===== config.mk =====
export PLATFORM = sky130hd
export DESIGN_NAME = array5_unpacker
export DESIGN_NICKNAME = d
export VERILOG_FILES = /design/src/rtl/array5_unpacker_types.sv /design/src/rtl/scam_model_types.sv /design/src/rtl/array5_unpacker.sv
export SDC_FILE = /design/constraint.sdc
export NUM_CORES = 1
export LEC_CHECK = 0
export CORE_MARGIN = 4
export CORE_UTILIZATION = 54
export DETAILED_ROUTE_END_ITERATION = 8
export GPL_ROUTABILITY_DRIVEN = 0
export PLACE_DENSITY = 0.83
export RECOVER_POWER = 100
export SYNTH_ARGS = -nofsm -noshare
export SYNTH_HDL_FRONTEND = slang
export SYNTH_SLANG_ARGS = --single-unit

===== constraint.sdc =====
create_clock -name clk -period 12.5 [get_ports clk]
set_input_delay 1.25 -clock clk [delete_from_list [all_inputs] [get_ports clk]]
set_output_delay 1.25 -clock clk [all_outputs]
set_load 0.03 [all_outputs]

===== src/rtl/array5_unpacker_types.sv =====
// State encoding and constants for the five-element array unpacker.
package array5_unpacker_types;

    typedef enum logic {
        IDLE = 1'b0,
        SEND = 1'b1
    } state_t;

    localparam logic [2:0] LAST_IDX = 3'd4;

endpackage


===== src/rtl/scam_model_types.sv =====
// Shared model types for the array-oriented datapath blocks.
package scam_model_types;

    typedef logic signed [31:0] int_5 [5];

endpackage


===== src/rtl/array5_unpacker.sv =====
// Accepts a five-element signed array in one handshake and streams the elements
// out one per handshake, counting completed arrays.
module array5_unpacker
    import scam_model_types::*;
    import array5_unpacker_types::*;
(
    input  logic               clk,
    input  logic               rst,
    input  int_5               arr_in,
    input  logic               arr_in_sync,
    output logic               arr_in_notify,
    output logic signed [31:0] elem_out,
    output logic [2:0]         elem_idx,
    output logic               elem_last,
    input  logic               elem_out_sync,
    output logic               elem_out_notify,
    output logic [31:0]        arr_count
);

    state_t     state_reg;
    int_5       buf_reg;
    logic [2:0] next_idx;

    assign next_idx = elem_idx + 3'd1;

    // Notify flags are registered alongside the state so that no sync input
    // reaches a notify output combinationally.
    always_ff @(posedge clk or posedge rst) begin
        if (rst) begin
            state_reg       <= IDLE;
            arr_in_notify   <= 1'b1;
            elem_out_notify <= 1'b0;
            elem_out        <= '0;
            elem_idx        <= '0;
            elem_last       <= 1'b0;
            arr_count       <= '0;
            for (int i = 0; i < 5; i++) begin
                buf_reg[i] <= '0;
            end
        end else begin
            case (state_reg)
                IDLE: begin
                    if (arr_in_sync && arr_in_notify) begin
                        for (int i = 0; i < 5; i++) begin
                            buf_reg[i] <= arr_in[i];
                        end
                        elem_out        <= arr_in[0];
                        elem_idx        <= '0;
                        elem_last       <= 1'b0;
                        arr_in_notify   <= 1'b0;
                        elem_out_notify <= 1'b1;
                        state_reg       <= SEND;
                    end
                end
                SEND: begin
                    if (elem_out_sync && elem_out_notify) begin
                        if (elem_idx == LAST_IDX) begin
                            // Element outputs keep the last value while idle.
                            arr_count       <= arr_count + 32'd1;
                            arr_in_notify   <= 1'b1;
                            elem_out_notify <= 1'b0;
                            state_reg       <= IDLE;
                        end else begin
                            elem_idx  <= next_idx;
                            elem_out  <= buf_reg[next_idx];
                            elem_last <= (next_idx == LAST_IDX);
                        end
                    end
                end
                default: begin
                    state_reg <= IDLE;
                end
            endcase
        end
    end

endmodule


==> summary by stage, run 1 <==
Run status
The flow ran to the end, but the final reports show violations. The checks that failed: capacitance limit, slew limit.

Cells and area
The multi-input combinational cells in the finished layout cover a total of just over 4000 um^2. The layout overhead on the synthesized area is 31.7%. The register area is roughly 5800 um^2.

The register with the most flip-flops in the layout has 160 of them. The post-layout net count is about 1.1k. Leaving out filler cells and counting taps, the final layout contains ~1.2k. The share of post-route cells with drive strength above 1 is between 20% and 30%. The final standard cell area without fillers is between 10,000 and 15,000 um^2.

The number of filler instances in the final layout is roughly 1.2k. The number of antenna diodes is 0.

Route
The first detailed-routing pass took 5 iterations. The post-detailed-route DRC marker count is 0. In this run the remaining antenna-violating nets after routing total 0.

The vias per cell is between 5 and 6. The total routed wirelength is roughly 25,000 um. The total number of vias is 6,868. The count of routing violations after the opening detailed-route iteration is approximately 300. The average routed wire per standard cell is about 21 um.

Setup path
The worst setup path is captured at a register. The worst register-to-register path begins at arr_in_notify. The worst setup path startpoint is arr_in_sync. The sort of element at the start of the critical path is an input port.

The worst setup path is of the input port to register kind. The depth of the worst register-to-register path is 3. For the worst setup path, the data required time is around 13 ns.

The data arrival time at the worst-slack endpoint is 6.67 ns. The largest fanout on the critical path is 77.

STA
Summed over all failing endpoints, the final setup total negative slack is 0 ns. Setup violations remaining at the end of the flow were counted as 0. In this run the tightest slew margin relative to its limit is -219%. Derived from the worst setup path, the maximum achievable clock frequency is 160 MHz. The shortest period the worst path allows is between 6 and 7 ns. The slew at the pin with the worst max-slew slack is roughly 4.8 ns.

The final hold violation count is 0. The final critical path takes up around half of the cycle. Setup repair after global routing left no endpoint under its margin. Setup slack closes at roughly 6.3 ns.

The final max-slew violation count came to 353. The worst-case clock skew is 0.00784 ns.

Floorplan
The area of the core is ~18,000 um^2. The initial standard-cell utilization of the core is a little under three fifths. The die covers ~21,000 um^2. The I/O pin count is 234.

The die is roughly 140 um wide. The overall die height is approximately 140 um. Row generation in the floorplan step produced between 40 and 50 rows.

Logic synthesis
Of the synthesized area, sequential elements account for 57.2%. The Yosys warning count is 0. The synthesized cell area is 10,100 um^2. The number of instances in the synthesized netlist is roughly 730.

Synthesis produced a netlist with a net count of 896. The number of different library cells used by synthesis comes to 32. Sorting the synthesized cells by area gives the leading types as sky130_fd_sc_hd__dfrtp_1 57%, sky130_fd_sc_hd__mux2_2 18%, sky130_fd_sc_hd__mux4_2 7.1%.

The share of synthesized area in the top cell type comes to between 50% and 60%. The register bit total from synthesis is 231. The largest total area in the synthesized netlist belongs to sky130_fd_sc_hd__dfrtp_1. The post-synthesis area per instance is between 10 and 15 um^2.

Flow run
The tool flagged a number of max-cap violations equal to 6.

Placed design
The instance area at placement is approximately 13,000 um^2. The estimated wirelength of the detail-placed design is between 15,000 and 20,000 um. The total of buffers placed on input and output ports is about 230.

The total placed cells including tap cells is 1,152. The setup slack at placement is between 8 and 9 ns.

Hold path
The source of the worst hold timing path is arr_count[31]. The class of the most critical hold timing path is register to register. The hold path depth is 1.

Power
The leakage component of the power is roughly 6.5 nW. After layout, the design draws a total of about 1.5 mW. The worst-case IR drop observed on VDD is 0.0908 mV.

The power per standard cell area is 114 nW/um^2.

Clock tree
At the later pin of the worst-skew pair, clock insertion delay measures 0.51 ns. Counting along the longest clock path gives a buffer depth of 3. The post-cts hold buffer count is 0. The clock-pin transition on the worst setup and hold timing paths is 0.06 ns. The buffers inserted during post-CTS setup optimization is 0. The count of instances resized after the clock tree is built is 0.

The total clock buffers created by CTS is 24. The root buffer cell chosen for the clock tree is sky130_fd_sc_hd__clkbuf_16. The TritonCTS clock tree is yes. The number of sinks handled by clock tree synthesis is approximately 230. In this run the number of H-tree levels came out at 1.

Global routing
The sum of overflow across all layers after global routing is 0. The first global-routing pass estimated just under 40,000 um of wire. The initial antenna violation count is 1. The via count of the first global-routing pass came to ~7.4k. Entering global routing, the biggest net connects between 100 and 150 pins. The total routing resource utilization after global routing is 23.7%.
[where the power goes]
part	switching [mW]	internal [mW]	leakage, nW
Sequential	0	0.748	3.19
Combinational	0.0247	0.0450	2.88
Clock	0.284	0.417	0.375
Total	0.308	1.21	6.45
[critical path, cell delays in order]
cell and delay, ns:
sky130_fd_sc_hd__dlygate4sd3_1 0.57, sky130_fd_sc_hd__nand3_1 1.14, sky130_fd_sc_hd__clkbuf_1 3.04, sky130_fd_sc_hd__mux2_2 0.60
[final cells by class]
type / count / share of cell area [%]
timing repair buffer: 242 / 17.9
clock inverter: 6 / 0.601
clock buffer: 34 / 5.10
sequential: 231 / 43.4
inverter: 12 / 0.347
tap: 229 / 2.15
multi-input combinational: 438 / 30.5
[synth_stat cells]
library cell	instances
sky130_fd_sc_hd__buf_2	27
sky130_fd_sc_hd__o21ai_1	5
sky130_fd_sc_hd__nand4_4	2
sky130_fd_sc_hd__dfrtp_1	230
sky130_fd_sc_hd__nand4_1	5
sky130_fd_sc_hd__mux2_2	161
sky130_fd_sc_hd__nor3b_2	1
sky130_fd_sc_hd__clkbuf_1	20
sky130_fd_sc_hd__mux4_2	32
sky130_fd_sc_hd__xor2_1	12
sky130_fd_sc_hd__dfstp_2	1
sky130_fd_sc_hd__o21ai_0	64
sky130_fd_sc_hd__nor2_1	11
sky130_fd_sc_hd__and2_1	1
sky130_fd_sc_hd__a221oi_1	32
sky130_fd_sc_hd__xnor2_1	20
sky130_fd_sc_hd__ha_1	4
sky130_fd_sc_hd__and4_1	2
sky130_fd_sc_hd__a21oi_1	1
sky130_fd_sc_hd__nor4_4	2
sky130_fd_sc_hd__a21o_1	1
sky130_fd_sc_hd__nand3_1	13
sky130_fd_sc_hd__nand2_1	48
sky130_fd_sc_hd__inv_1	12
sky130_fd_sc_hd__nor3_1	7
sky130_fd_sc_hd__or3_1	2
sky130_fd_sc_hd__nor3_2	1
sky130_fd_sc_hd__nand2b_1	1
sky130_fd_sc_hd__and3_1	7
sky130_fd_sc_hd__nor2_2	1
sky130_fd_sc_hd__nand3_2	1
sky130_fd_sc_hd__nand4_2	1
[metrics by stage]
stage,utilization [%],hold WS (ns)
floorplan,-,0.474
detailed placement,69.4,0.463
CTS,73.5,0.473
global route,73.2,0.490
global placement,69.4,0.458
finish,73.2,0.464
[final timing paths]
path,endpoint,slack [ns]
hold reg to reg,arr_count[31],0.46
setup / recovery,buf_reg[137],6.26
max in group asynchronous,buf_reg[19],7.43
hold / removal,arr_count[31],0.46
min in group asynchronous,arr_count[20],2.67
setup reg to reg,buf_reg[137],7.07
[per-layer routing]
metal,global-route usage [%],vias up,share of wire (%)
met4,7.41,2,2.9
li1,-,3104,-
met5,0,-,0.049
met3,6.44,57,7.6
met1,31.7,3457,41
met2,38.2,248,48
[cell usage in the layout (no fill, tap or decap), drive strengths merged, types with 14 or more instances in the layout]
cell,count
o21ai,69
clkdlybuf4s50,161
nand2,48
a221oi,32
xnor2,20
nand3,14
dfrtp,230
clkbuf,37
mux2,161
dlygate4sd3,72
mux4,32
[cell families after synthesis]
family	count (synthesis)	synth area share, %
flip-flops	231	57.2
multiplexers	193	25.0
AND/OR/NAND/NOR	106	5.69
AO/OA/AOI/OAI	103	6.31
buffers and inverters	59	2.52
XOR/XNOR	32	2.77
adder cells (fa/ha/maj)	4	0.495
(Power assumes the default switching activity.)
==> run 2, diff against run 1 <==
--- a/config.mk
+++ b/config.mk
@@ -6,10 +6,10 @@
 export NUM_CORES = 1
 export LEC_CHECK = 0
 export CORE_MARGIN = 4
-export CORE_UTILIZATION = 54
+export CORE_UTILIZATION = 50
 export DETAILED_ROUTE_END_ITERATION = 8
 export GPL_ROUTABILITY_DRIVEN = 0
-export PLACE_DENSITY = 0.83
+export PLACE_DENSITY = 0.78
 export RECOVER_POWER = 100
 export SYNTH_ARGS = -nofsm -noshare
 export SYNTH_HDL_FRONTEND = slang
==> constraint.sdc (replaced) <==
create_clock -name clk -period 6.2 [get_ports clk]
set_input_delay 0.62 -clock clk [delete_from_list [all_inputs] [get_ports clk]]
set_output_delay 0.62 -clock clk [all_outputs]
set_load 0.03 [all_outputs]
==> run 2 against run 1 <==
  * The flow still finishes with violations (capacitance limit, slew limit)
  * Sequential share of layout area down 0.30 points
  * Worst hold slack better by 0.0025 ns
  * Wire length down 0.69%
  * First-iteration DRC count is 0.99% higher
  * Utilization is 4.9 points lower
  * Combinational power grew 100%
  * Clock skew increased by 0.012 ns
  * Critical endpoint is now buf_reg[3]
  * Largest cell class unchanged
  * Highest routed layer unchanged
==> summary by stage, run 2 (synthesis gave the netlist of run 1 again) <==
Setup path
The largest fanout on the critical path is between 80 and 90. For the worst setup path, the data required time is 6.58 ns. The category of the critical setup timing path is register to register. The delay of the slowest cell on the worst path is ~1.5 ns.

The sort of element at the end of the critical path is a register. The cell with the largest stage delay on the worst path is sky130_fd_sc_hd__clkbuf_2. The data arrival time at the worst-slack endpoint is ~4.7 ns. Traced cell by cell, the critical path runs through clkbuf_1 > inv_1 > nand3_1 > clkbuf_2 > mux2_2.

STA classifies the critical path startpoint as a register.

STA
The hold slack is about 0.47 ns. In this run the tightest slew margin relative to its limit is -45.4%. Setup violations remaining at the end of the flow were counted as 0. Based on the critical path, the design can be clocked at up to about 230 MHz.

The worst-case clock skew is 0.0200 ns. The final worst-path setup slack is just under 2 ns. The share of the cycle needed by the critical path after routing is between 60 and 70%. Setup repair after global routing left no endpoint under its margin. The final max-slew violation count is around 430.

Setup total negative slack on the finished layout was measured at 0 ns. The slew at the pin with the worst max-slew slack is 2.18 ns. The final hold violation count came to 0. The worst path needs approximately 4.3 ns of the cycle, external delays included.

Route
For this run, the detailed router's first-pass iteration total came to 6. Once detail routing completed, the nets flagged for antenna violations numbered 0. In this run, the number of DRC markers left after iteration 0 of detailed routing was 305.

The final layout contains routed wiring with a total length of 24,500 um. In the final routed layout, each cell accounts on average for slightly below 20 um. The post-detailed-route DRC marker count is 0. Dividing the detail-routed via count by the number of cells gives 5.51. The total number of vias is about 7k.

Clock tree
For this design, the sink count on the clock tree is approximately 230. After clock tree synthesis, the flow added hold-fix buffers numbering 0. The clock-pin transition on the worst setup and hold timing paths is approximately 0.060 ns.

CTS built an H-tree with a depth of 1. The clock passes through at most 3 buffers. The insertion delay to the later sink of the worst-skew pair is roughly 0.52 ns.

The clock tree root buffer cell is sky130_fd_sc_hd__clkbuf_16. The number of gates resized after CTS was 0. Once the clock tree was built, the setup fixing pass inserted 0 buffers. TritonCTS created 25 clock buffers. The TritonCTS clock tree is yes.

Power
VDD sags by at most around 0.18 mV. The leakage component of the power is around 6.5 nW. The power per standard cell area is roughly 230 nW/um^2.

Hold path
The class of the most critical hold timing path is register to register.

Cells and area
Leaving out fill and tap cells, the most frequent cells in the layout are 229 x sky130_fd_sc_hd__dfrtp_1, 163 x sky130_fd_sc_hd__clkdlybuf4s50_1, 161 x sky130_fd_sc_hd__mux2_2. The register area is ~5800 um^2. The post-layout net count is between 1k and 1.5k. Leaving out fill and tap cells, the most frequent cell in the layout is sky130_fd_sc_hd__dfrtp_1. The layout overhead on the synthesized area is 32.7%.

The layout has 1,465 filler cells. 0 antenna diodes ended up in the layout. The post-route netlist has between 20 and 30% of its cells at a drive strength greater than 1. The number of flip-flops under the largest register name is between 150 and 200. The total area of multi-input combinational cells is 4070 um^2.

Floorplan
The die is between 150 and 200 um wide. The number of rows in the core area is 51. From bottom edge to top edge, the die measures roughly 150 um. The I/O pin count is 234.

Once the floorplan was initialized, standard cells occupied 51.5% of the core. The floorplan step defined a core boundary enclosing 19,700 um^2. The die covers 22,600 um^2.

Global routing
The via count of the first global-routing pass is 7,046. The first global-routing pass estimated 38,500 um of wire. The initial antenna violation count is 2. The sum of overflow across all layers after global routing is 0. The total routing resource utilization after global routing is a little over a fifth.

The pin count of the biggest net entering global routing is 87.

Run status
The final reports fail on capacitance limit, slew limit. The flow ran to the end, but the final reports show violations.

Placed design
Summed over all nets, the half-perimeter wirelength after detailed placement is roughly 16,000 um. At the placement stage, the worst setup path has a slack of 3.31 ns. Input and output buffers added on the ports amount to around 230.

Flow run
Max-cap violations in this run came to 7.
==> run 2: changes by cell type in the layout (fill, tap and decap cells not counted), sizes merged <==
cell,change
clkbuf,+6
clkdlybuf4s50,+2
dlygate4sd3,-2
inv,+1
bufinv,-2
==> run 2: path summary, 6_finish.rpt <==
| check | from | to | slack [ns] | cells past startpoint |
|---|---|---|---|---|
| setup / recovery | state_reg | buf_reg[3] | 1.92 | 5 |
| hold / removal | arr_count[31] | arr_count[31] | 0.47 | 1 |
| setup reg to reg | state_reg | buf_reg[3] | 1.92 | 5 |
| hold reg to reg | arr_count[31] | arr_count[31] | 0.47 | 1 |
| max in group asynchronous | rst | elem_idx[0] | 3.10 | 3 |
| min in group asynchronous | rst | elem_out[21] | 0.72 | 2 |
==> run 2: worst max-delay path, delay by kind of cell (launching register included) <==
kind                   cells  cell delay (ns)
DFF                        1             0.36
muxes                      1             0.46
and+or+nand+nor            1             0.23
buffers and inverters      3             3.03
==> run 2: metrics by stage <==
step	cells	area, um^2	power [mW]	util [%]
global route	1233	13400	3.17	68.3
finish	1233	13400	3.06	68.3
CTS	1233	13500	3.10	68.5
global placement	1190	12700	1.68	64.5
floorplan	728	10100	1.56	-
detailed placement	1190	12700	1.68	64.5
==> run 2: area by class of cell <==
| type | count | area share [%] |
|---|---|---|
| clock buffers | 38 | 5.62 |
| clock inverters | 5 | 0.214 |
| inverters | 12 | 0.345 |
| multi-input cells | 438 | 30.4 |
| flip-flops and latches | 231 | 43.1 |
| well taps | 265 | 2.47 |
| repair buffers | 244 | 17.9 |
==> run 2: power breakdown <==
| part | internal, mW | switching, mW | total [mW] |
|---|---|---|---|
| Clock | 0.833 | 0.576 | 1.41 |
| Sequential | 1.51 | 0 | 1.51 |
| Combinational | 0.0910 | 0.0505 | 0.141 |
| Total | 2.43 | 0.627 | 3.06 |
==> run 2: per-layer routing <==
metal	share of wire [%]	vias up	track usage (%)	wire length (um)
met3	7.7	34	5.78	1900
met2	48	223	35.2	11800
met4	1.2	4	3.61	296
li1	-	3116	-	-
met1	43	3420	29.7	10500
met5	0.090	-	0	22
